## config.mk

```make
export PLATFORM = sky130hd
export DESIGN_NAME = tt_um_uart_char_tx
export DESIGN_NICKNAME = d
export VERILOG_FILES = /design/src/rtl/tt_um_uart_char_tx.sv
export SDC_FILE = /design/constraint.sdc
export NUM_CORES = 1
export LEC_CHECK = 0
export CAP_MARGIN = 20
export CORE_MARGIN = 5
export CORE_UTILIZATION = 41
export CTS_BUF_LIST = sky130_fd_sc_hd__clkbuf_4 sky130_fd_sc_hd__clkbuf_8
export DETAILED_ROUTE_END_ITERATION = 8
export GPL_ROUTABILITY_DRIVEN = 0
export SYNTH_ARGS = -nofsm -noshare
export SYNTH_HDL_FRONTEND = slang
export SYNTH_SLANG_ARGS = --single-unit
```

## constraint.sdc

```tcl
create_clock -name clk -period 2.4 [get_ports clk]
set_input_delay 0.48 -clock clk [delete_from_list [all_inputs] [get_ports clk]]
set_output_delay 0.48 -clock clk [all_outputs]
set_load 0.01 [all_outputs]
```

## src/rtl/tt_um_uart_char_tx.sv

```systemverilog
// UART 8N1 transmitter for the character sequencer. A small FIFO holds ASCII
// codes, and a two-process FSM sends them back to back on tx_out.
module tt_um_uart_char_tx #(
  parameter int CLKS_PER_BIT = 16,
  parameter int FIFO_DEPTH   = 4
) (
  input  logic                          clk,
  input  logic                          reset,
  input  logic [7:0]                    in_data,
  input  logic                          in_valid,
  output logic                          in_ready,
  input  logic                          clr_overflow,
  output logic                          tx_out,
  output logic                          busy,
  output logic [$clog2(FIFO_DEPTH):0]   fifo_count,
  output logic                          overflow
);

  localparam int AW = $clog2(FIFO_DEPTH);
  localparam int CW = AW + 1;
  localparam int BW = (CLKS_PER_BIT > 1) ? $clog2(CLKS_PER_BIT) : 1;
  localparam logic [BW-1:0] BAUD_LAST  = BW'(CLKS_PER_BIT - 1);
  localparam logic [CW-1:0] COUNT_FULL = CW'(FIFO_DEPTH);

  typedef enum logic [1:0] {
    ST_IDLE  = 2'd0,
    ST_START = 2'd1,
    ST_DATA  = 2'd2,
    ST_STOP  = 2'd3
  } state_e;

  state_e          state_q, state_d;
  logic [BW-1:0]   baud_q, baud_d;
  logic [2:0]      bit_idx_q, bit_idx_d;
  logic [7:0]      shift_q, shift_d;
  logic            tx_q, tx_d;
  logic            busy_q, busy_d;

  logic [7:0]      mem_q [FIFO_DEPTH];
  logic [7:0]      mem_d [FIFO_DEPTH];
  logic [AW-1:0]   wr_ptr_q, wr_ptr_d;
  logic [AW-1:0]   rd_ptr_q, rd_ptr_d;
  logic [CW-1:0]   count_q, count_d;
  logic            full_q, full_d;
  logic            overflow_q, overflow_d;

  logic            push_s;
  logic            drop_s;
  logic            pop_s;
  logic            empty_s;
  logic            baud_last_s;
  logic [7:0]      head_s;

  assign empty_s     = (count_q == {CW{1'b0}});
  assign baud_last_s = (baud_q == BAUD_LAST);
  assign head_s      = mem_q[rd_ptr_q];
  // Acceptance looks only at the registered full flag; a same-cycle pop never frees a slot.
  assign push_s      = in_valid & ~full_q;
  assign drop_s      = in_valid & full_q;

  assign in_ready   = ~full_q;
  assign tx_out     = tx_q;
  assign busy       = busy_q;
  assign fifo_count = count_q;
  assign overflow   = overflow_q;

  always_comb begin
    state_d   = state_q;
    baud_d    = baud_q;
    bit_idx_d = bit_idx_q;
    shift_d   = shift_q;
    tx_d      = tx_q;
    pop_s     = 1'b0;
    case (state_q)
      ST_IDLE: begin
        tx_d   = 1'b1;
        baud_d = {BW{1'b0}};
        if (!empty_s) begin
          pop_s   = 1'b1;
          shift_d = head_s;
          tx_d    = 1'b0;
          state_d = ST_START;
        end else begin
          state_d = ST_IDLE;
        end
      end
      ST_START: begin
        if (baud_last_s) begin
          baud_d    = {BW{1'b0}};
          bit_idx_d = 3'd0;
          tx_d      = shift_q[0];
          state_d   = ST_DATA;
        end else begin
          baud_d = baud_q + BW'(1);
        end
      end
      ST_DATA: begin
        // The shift register moves right so the next bit to send is always at [1].
        if (baud_last_s) begin
          baud_d = {BW{1'b0}};
          if (bit_idx_q == 3'd7) begin
            tx_d    = 1'b1;
            state_d = ST_STOP;
          end else begin
            bit_idx_d = bit_idx_q + 3'd1;
            shift_d   = {1'b0, shift_q[7:1]};
            tx_d      = shift_q[1];
          end
        end else begin
          baud_d = baud_q + BW'(1);
        end
      end
      ST_STOP: begin
        if (baud_last_s) begin
          baud_d = {BW{1'b0}};
          if (!empty_s) begin
            pop_s   = 1'b1;
            shift_d = head_s;
            tx_d    = 1'b0;
            state_d = ST_START;
          end else begin
            tx_d    = 1'b1;
            state_d = ST_IDLE;
          end
        end else begin
          baud_d = baud_q + BW'(1);
        end
      end
      default: begin
        tx_d    = 1'b1;
        baud_d  = {BW{1'b0}};
        state_d = ST_IDLE;
      end
    endcase
    busy_d = (state_d != ST_IDLE);
  end

  always_comb begin
    mem_d = mem_q;
    if (push_s) begin
      mem_d[wr_ptr_q] = in_data;
      wr_ptr_d        = wr_ptr_q + AW'(1);
    end else begin
      wr_ptr_d = wr_ptr_q;
    end
    if (pop_s) begin
      rd_ptr_d = rd_ptr_q + AW'(1);
    end else begin
      rd_ptr_d = rd_ptr_q;
    end
    case ({push_s, pop_s})
      2'b10:   count_d = count_q + CW'(1);
      2'b01:   count_d = count_q - CW'(1);
      default: count_d = count_q;
    endcase
    full_d = (count_d == COUNT_FULL);
    // A drop in the same cycle as a clear keeps the flag set.
    if (drop_s) begin
      overflow_d = 1'b1;
    end else if (clr_overflow) begin
      overflow_d = 1'b0;
    end else begin
      overflow_d = overflow_q;
    end
  end

  always_ff @(posedge clk or posedge reset) begin
    if (reset) begin
      state_q    <= ST_IDLE;
      baud_q     <= {BW{1'b0}};
      bit_idx_q  <= 3'd0;
      shift_q    <= 8'h00;
      tx_q       <= 1'b1;
      busy_q     <= 1'b0;
      mem_q      <= '{default: 8'h00};
      wr_ptr_q   <= {AW{1'b0}};
      rd_ptr_q   <= {AW{1'b0}};
      count_q    <= {CW{1'b0}};
      full_q     <= 1'b0;
      overflow_q <= 1'b0;
    end else begin
      state_q    <= state_d;
      baud_q     <= baud_d;
      bit_idx_q  <= bit_idx_d;
      shift_q    <= shift_d;
      tx_q       <= tx_d;
      busy_q     <= busy_d;
      mem_q      <= mem_d;
      wr_ptr_q   <= wr_ptr_d;
      rd_ptr_q   <= rd_ptr_d;
      count_q    <= count_d;
      full_q     <= full_d;
      overflow_q <= overflow_d;
    end
  end

endmodule

```

# Word-level counts from Yosys, hierarchy flattened
# Cells that the tools add are included.
dict set report word_totals {
  register_bits 60
  input_bits 12
  elab_cells 87
}
dict set report classes {
  n_addsub 6
  n_lt_le_gt_ge 3
  eq_ne 12
  n_mux 35
  bitwise_logic 5
  reduce_logical 11
}
# cell count
set ops {}
lappend ops {{2-to-1 mux 8 bit} 7}
lappend ops {{bitwise mux 32 bit} 1}
lappend ops {{one-hot mux 8 bit (3 select lines)} 1}
lappend ops {{binary-select mux 8 bit (select 2 bit)} 1}
lappend ops {{demux 8 bit (select 2 bit)} 1}
lappend ops {{one-hot mux 3 bit (2 select lines)} 2}
lappend ops {{2-to-1 mux 1 bit} 10}
lappend ops {{2-to-1 mux 3 bit} 3}
lappend ops {{2-to-1 mux 2 bit} 4}
lappend ops {{inequality test 2 bit (second input constant)} 4}
lappend ops {{one-hot mux 2 bit (4 select lines)} 1}
lappend ops {{one-hot mux 4 bit (2 select lines)} 1}
lappend ops {{AND reduction 4 bit} 2}
lappend ops {{adder 3 x 1 -> 3 bit (second input constant)} 2}
lappend ops {{equality test 2 bit (second input constant)} 3}
lappend ops {{equality test 3 bit (second input constant)} 2}
lappend ops {{>= comparator 3 bit (second input constant)} 2}
lappend ops {{inverter 2 -> 3 bit} 2}
lappend ops {{nonzero test 2 bit} 3}
lappend ops {{adder 2 x 1 -> 2 bit (second input constant)} 2}
lappend ops {{adder 4 x 1 -> 4 bit (second input constant)} 1}
lappend ops {{equality test 2 x 1 -> 1 bit (second input constant)} 2}
lappend ops {{equality test 4 bit (second input constant)} 1}
lappend ops {{2-to-1 mux 4 bit} 1}
lappend ops {{12 further kinds} 13}

# Depth between registers and ports, before layout
dict set report depth {
  ltp_word 7
  depth_mapped 11
  mapped_depth_nobuf 11
}

# Worst setup path before layout
# No wires, ideal clock.
dict set report synth_timing {
  path_type {register to register}
  from {register state_q[0]}
  to {register full_q}
  setup_time_ns 0.088
  arrival_ns 2.369
  t_required_ns 2.312
  setup_slack_ns -0.057
  path_stages_with_launch 11
  path_buffers 0
  cell_sequence {dfrtp_1 -> inv_1 -> ha_1 -> nor3_1 -> ha_1 -> inv_1 -> fa_1 -> xor2_1 -> nor2_1 -> xor2_1 -> nor3b_1}
}
dict set report synth_between {
  elab_chain_len 5
  elab_cells_between_ends 7
  classes_between {eq/ne: 4; mux: 2; reduce/logical: 1}
}
# element line_no
set synth_lines {}
lappend synth_lines {{from (decl)} 32} ;# state_e state_q, state_d;
lappend synth_lines {{from (signal assigned)} 182} ;# state_q <= state_d;
lappend synth_lines {{equality test 2 bit / logical NOT 2 bit (equally long branches)} 74} ;# case (state_q)
lappend synth_lines {{one-hot mux 1 bit (2 select lines) *} 74}
lappend synth_lines {{named net pop_s} 49} ;# logic pop_s;
lappend synth_lines {{equality test 2 x 1 -> 1 bit / equality test 2 bit (equally long branches)} 151} ;# case ({push_s, pop_s})
lappend synth_lines {{one-hot mux 3 bit (2 select lines) *} 151}
lappend synth_lines {{named net count_d[2]} 43} ;# logic [CW-1:0] count_q, count_d;
lappend synth_lines {{equality test 3 bit *} 156} ;# full_d = (count_d == COUNT_FULL);
lappend synth_lines {{named net full_d} 44} ;# logic full_q, full_d;
lappend synth_lines {{to (signal assigned)} 192} ;# full_q <= full_d;
lappend synth_lines {{to (decl)} 44}
# The timed path passes the listed nets; every way through them passes the cells marked *.
# A chain may end at the register's enable or synchronous reset.

# Worst setup path in the final report
dict set report layout_timing {
  from {register state_q[1]}
  to {register full_q}
}
# The elaborated chain is that of the path after synthesis.

==> results by group <==
Finish
  – Nets: 269
  – Antenna diodes: 0
  – Layout filler cell count: 632
  – Layout Cells excl Fill: 344
  – Share of layout cells above drive strength 1: 0.395
  – Area growth syn-to-layout: 22.2%

Worst setup path
  – Crit end category: flip-flop
  – Critical path's slowest cell: dfrtp_1
  – Startpoint Class: flip-flop
  – Crit-path max cell delay: 0.42 ns
  – CP Data Arrival Time: 2.51 ns
  – Worst EP required: 2.67 ns
  – Worst Path Max Fanout: 4
  – CP Cell Sequence: inv_2 -> ha_4 -> nor3_4 -> ha_2 -> inv_1 -> fa_2 -> xor2_1 -> nor2_1 -> xor2_1 -> nor3b_2
  – CP Class: reg2reg
  – Worst path most repeated cell: xor2_1

Timing
  – Worst-Margin Slew: 0.537 ns
  – Period utilisation layout: 0.935
  – Hold Slack: 0.487 ns
  – Layout Skew: 0.00901 ns
  – Pins Over Slew Limit: 0
  – Highest clock rate: 0.446 GHz
  – Post-route minimum period: 2.24 ns
  – Hold Vio Cnt, Final: 0
  – Max-Slew Margin vs Limit: 0.641
  – Final Setup Violations: 0

Clocking
  – Worst-path clk slew: 0.07 ns
  – Max Root-Sink Buffers: 2
  – CTS buffer count: 9
  – Clock sinks: 60
  – H-tree levels: 3
  – CTS root buf: clkbuf_8
  – Clock latency on the worst-skew pair: 0.34 ns
  – CTS tree: built
  – Hold buffers post-CTS: 0

Die
  – Core Area: 6830 um^2
  – Die height: 94.1 um
  – Initial core utilization: 0.424
  – Die X: 94.1 um
  – Num ports: 19
  – Die area: 8850 um^2
  – # rows: 30

Global route
  – Vias in the first global route: 1,786
  – Met2 usage: 0.192
  – Gr usage total: 0.133
  – Grt met1 use: 0.183
  – Total grt overflow: 0
  – Layer with the highest usage: met2
  – Initial antenna violation count: 0
  – Largest net degree at the start of global routing: 26
  – Grt met3 use: 0.0240
  – First-pass GRT wire length: 8820 um

Route
  – WL final: 5210 um
  – Via Count: 1,702
  – Vias per Instance: 4.95
  – Router iterations before antenna repair: 3
  – Wire per inst: 15.1 um
  – Residual DRC: 0
  – Remaining antenna violation count after routing: 0
  – Initial DRC Count: 40

Flow run
  – Max Cap Viol: 0

Placed design
  – PortBufs: 18
  – DP HPWL: 3580 um
  – Post-placement cell count: 324

Logic synthesis
  – Number of synthesized flops with an enable pin: 0
  – Ys async rst share: 1.00
  – Yosys reg bits: 60
  – Mapped Nets: 233
  – Synthesized instance count: 207
  – Most used DFF post-synth: dfrtp_1
  – Yosys cell types: 41
  – Synthesized area per cell: 14.0 um^2
  – Synthesized cell area: 2900 um^2
  – Sequential element share of the synthesized area: 0.519
  – Ys Warns: 0

Pwr
  – LEAKAGE: 1.55 nW
  – Maximum vdd ir drop: 0.473 mV
  – Power Density: 1320 nW/um^2

Outcome
  – Status: finished, final reports clean

Worst hold path
  – Hold Path Class: reg2reg
## final cells by class
type | count | area, um^2 | area share
multi-input combinational | 127 | 1340 | 0.377
inverter | 13 | 48.8 | 0.0138
clock inverter | 5 | 83.8 | 0.0237
clock buffer | 11 | 151 | 0.0428
tap | 96 | 120 | 0.0339
timing repair buffer | 32 | 298 | 0.0841
sequential | 60 | 1500 | 0.424
## cells in the mapped netlist (2+ instances only)
library cell  count  share of area
a21bo_1           2         0.0069
a21oi_1           3         0.0052
a41oi_1           2         0.0060
buf_6             2         0.0078
clkbuf_1          3         0.0039
dfrtp_1          59           0.51
ha_1             13          0.056
inv_1            13          0.017
mux2_2           46           0.18
mux2i_1           2         0.0069
mux4_2            7          0.054
nand2_1          10          0.013
nand4_1           2         0.0043
nor2_1            4         0.0052
nor2b_1           3         0.0065
nor3b_1           2         0.0052
o21ai_0           5         0.0086
xnor2_1           4          0.012
xor2_1            3         0.0091
## final timing paths
path | cells past startpoint | slack [ns] | to | start
min in group asynchronous | 2 | 0.50 | baud_q[3]$_DFF_PP0_ | reset
max | 10 | 0.16 | full_q$_DFF_PP0_ | state_q[1]$_DFF_PP0_
max reg2reg | 10 | 0.16 | full_q$_DFF_PP0_ | state_q[1]$_DFF_PP0_
min reg2reg | 2 | 0.49 | tx_out$_DFFE_PP1P_ | tx_out$_DFFE_PP1P_
max in group asynchronous | 3 | 1.30 | shift_q[4]$_DFFE_PP0P_ | reset
min | 2 | 0.49 | tx_out$_DFFE_PP1P_ | tx_out$_DFFE_PP1P_
## registers in the layout, summed over array words and instances, names as in the netlist
name	flops
shift_q	8
fifo_count	3
wr_ptr_q	2
busy	1
overflow	1
bit_idx_q	3
baud_q	4
full_q	1
rd_ptr_q	2
state_q	2
tx_out	1
mem_q	32
## metrics by stage
step	util	cell area (um^2)	setup TNS [ns]	worst slack, ns	power, W
2_1_floorplan	-	2900	0	0.0353	0.00312
6_report	0.518	3540	0	0.157	0.00469
3_5_place_dp	0.474	3240	-0.0422	-0.0422	0.00360
3_3_place_gp	0.474	3240	0	0.0311	0.00355
4_1_cts	0.508	3470	0	0.0202	0.00468
5_1_grt	0.518	3540	-0.00929	-0.00929	0.00502
## where the power goes
| group | total (W) | switching [W] | leakage (nW) | internal [W] |
|---|---|---|---|---|
| Clock | 0.00105 | 0.000411 | 0.112 | 0.000643 |
| Sequential | 0.00179 | 0.000303 | 0.728 | 0.00149 |
| Combinational | 0.00184 | 0.000726 | 0.711 | 0.00112 |
## cell families (layout without fill, tap and decap cells)
| family | Yosys count | in the layout | share of synthesized area |
|---|---|---|---|
| compound gates | 23 | 23 | 0.0592 |
| xor+xnor | 7 | 7 | 0.0212 |
| fa+ha+maj | 14 | 14 | 0.0630 |
| buf+inv | 20 | 61 | 0.0354 |
| flops | 60 | 60 | 0.519 |
| mux | 57 | 57 | 0.253 |
| simple gates | 26 | 26 | 0.0496 |
## layer usage
metal  share of wire  vias up
met2            0.48       16
met3           0.018       13
met4           0.027        0
li1                -      820
met1            0.48      853
met5               0        -
## critical path, delay by kind of cell, from the launching register on
family	cells	cell delay [ns]
xor gates and xnor gates	2	0.31
adders and majority gates	3	0.76
and+or+nand+nor	3	0.52
buffers and inverters	2	0.16
DFF	1	0.42
## layout by cell type, fill, tap and decap left out, types with 2 or more instances in the layout
cell / count
dfrtp_1: 59
mux2_2: 46
clkdlybuf4s50_1: 18
buf_4: 13
clkbuf_8: 11
nand2_1: 10
inv_1: 10
ha_1: 10
mux4_2: 7
o21ai_0: 5
xnor2_1: 4
nor2_1: 4
nor2b_1: 3
a21oi_1: 3
inv_2: 3
xor2_1: 3
nand4_1: 2
a21bo_1: 2
mux2i_1: 2
ha_2: 2
clkinvlp_4: 2
bufinv_16: 2
## timing repair
| item | CTS | global route |
|---|---|---|
| buffers inserted | 0 | 4 |
| endpoints found under the setup margin | 1 | 1 |
| gates resized for setup | 0 | 9 |
| pin swaps | 1 | 6 |
Note: power is estimated with default switching activity, not from simulation.
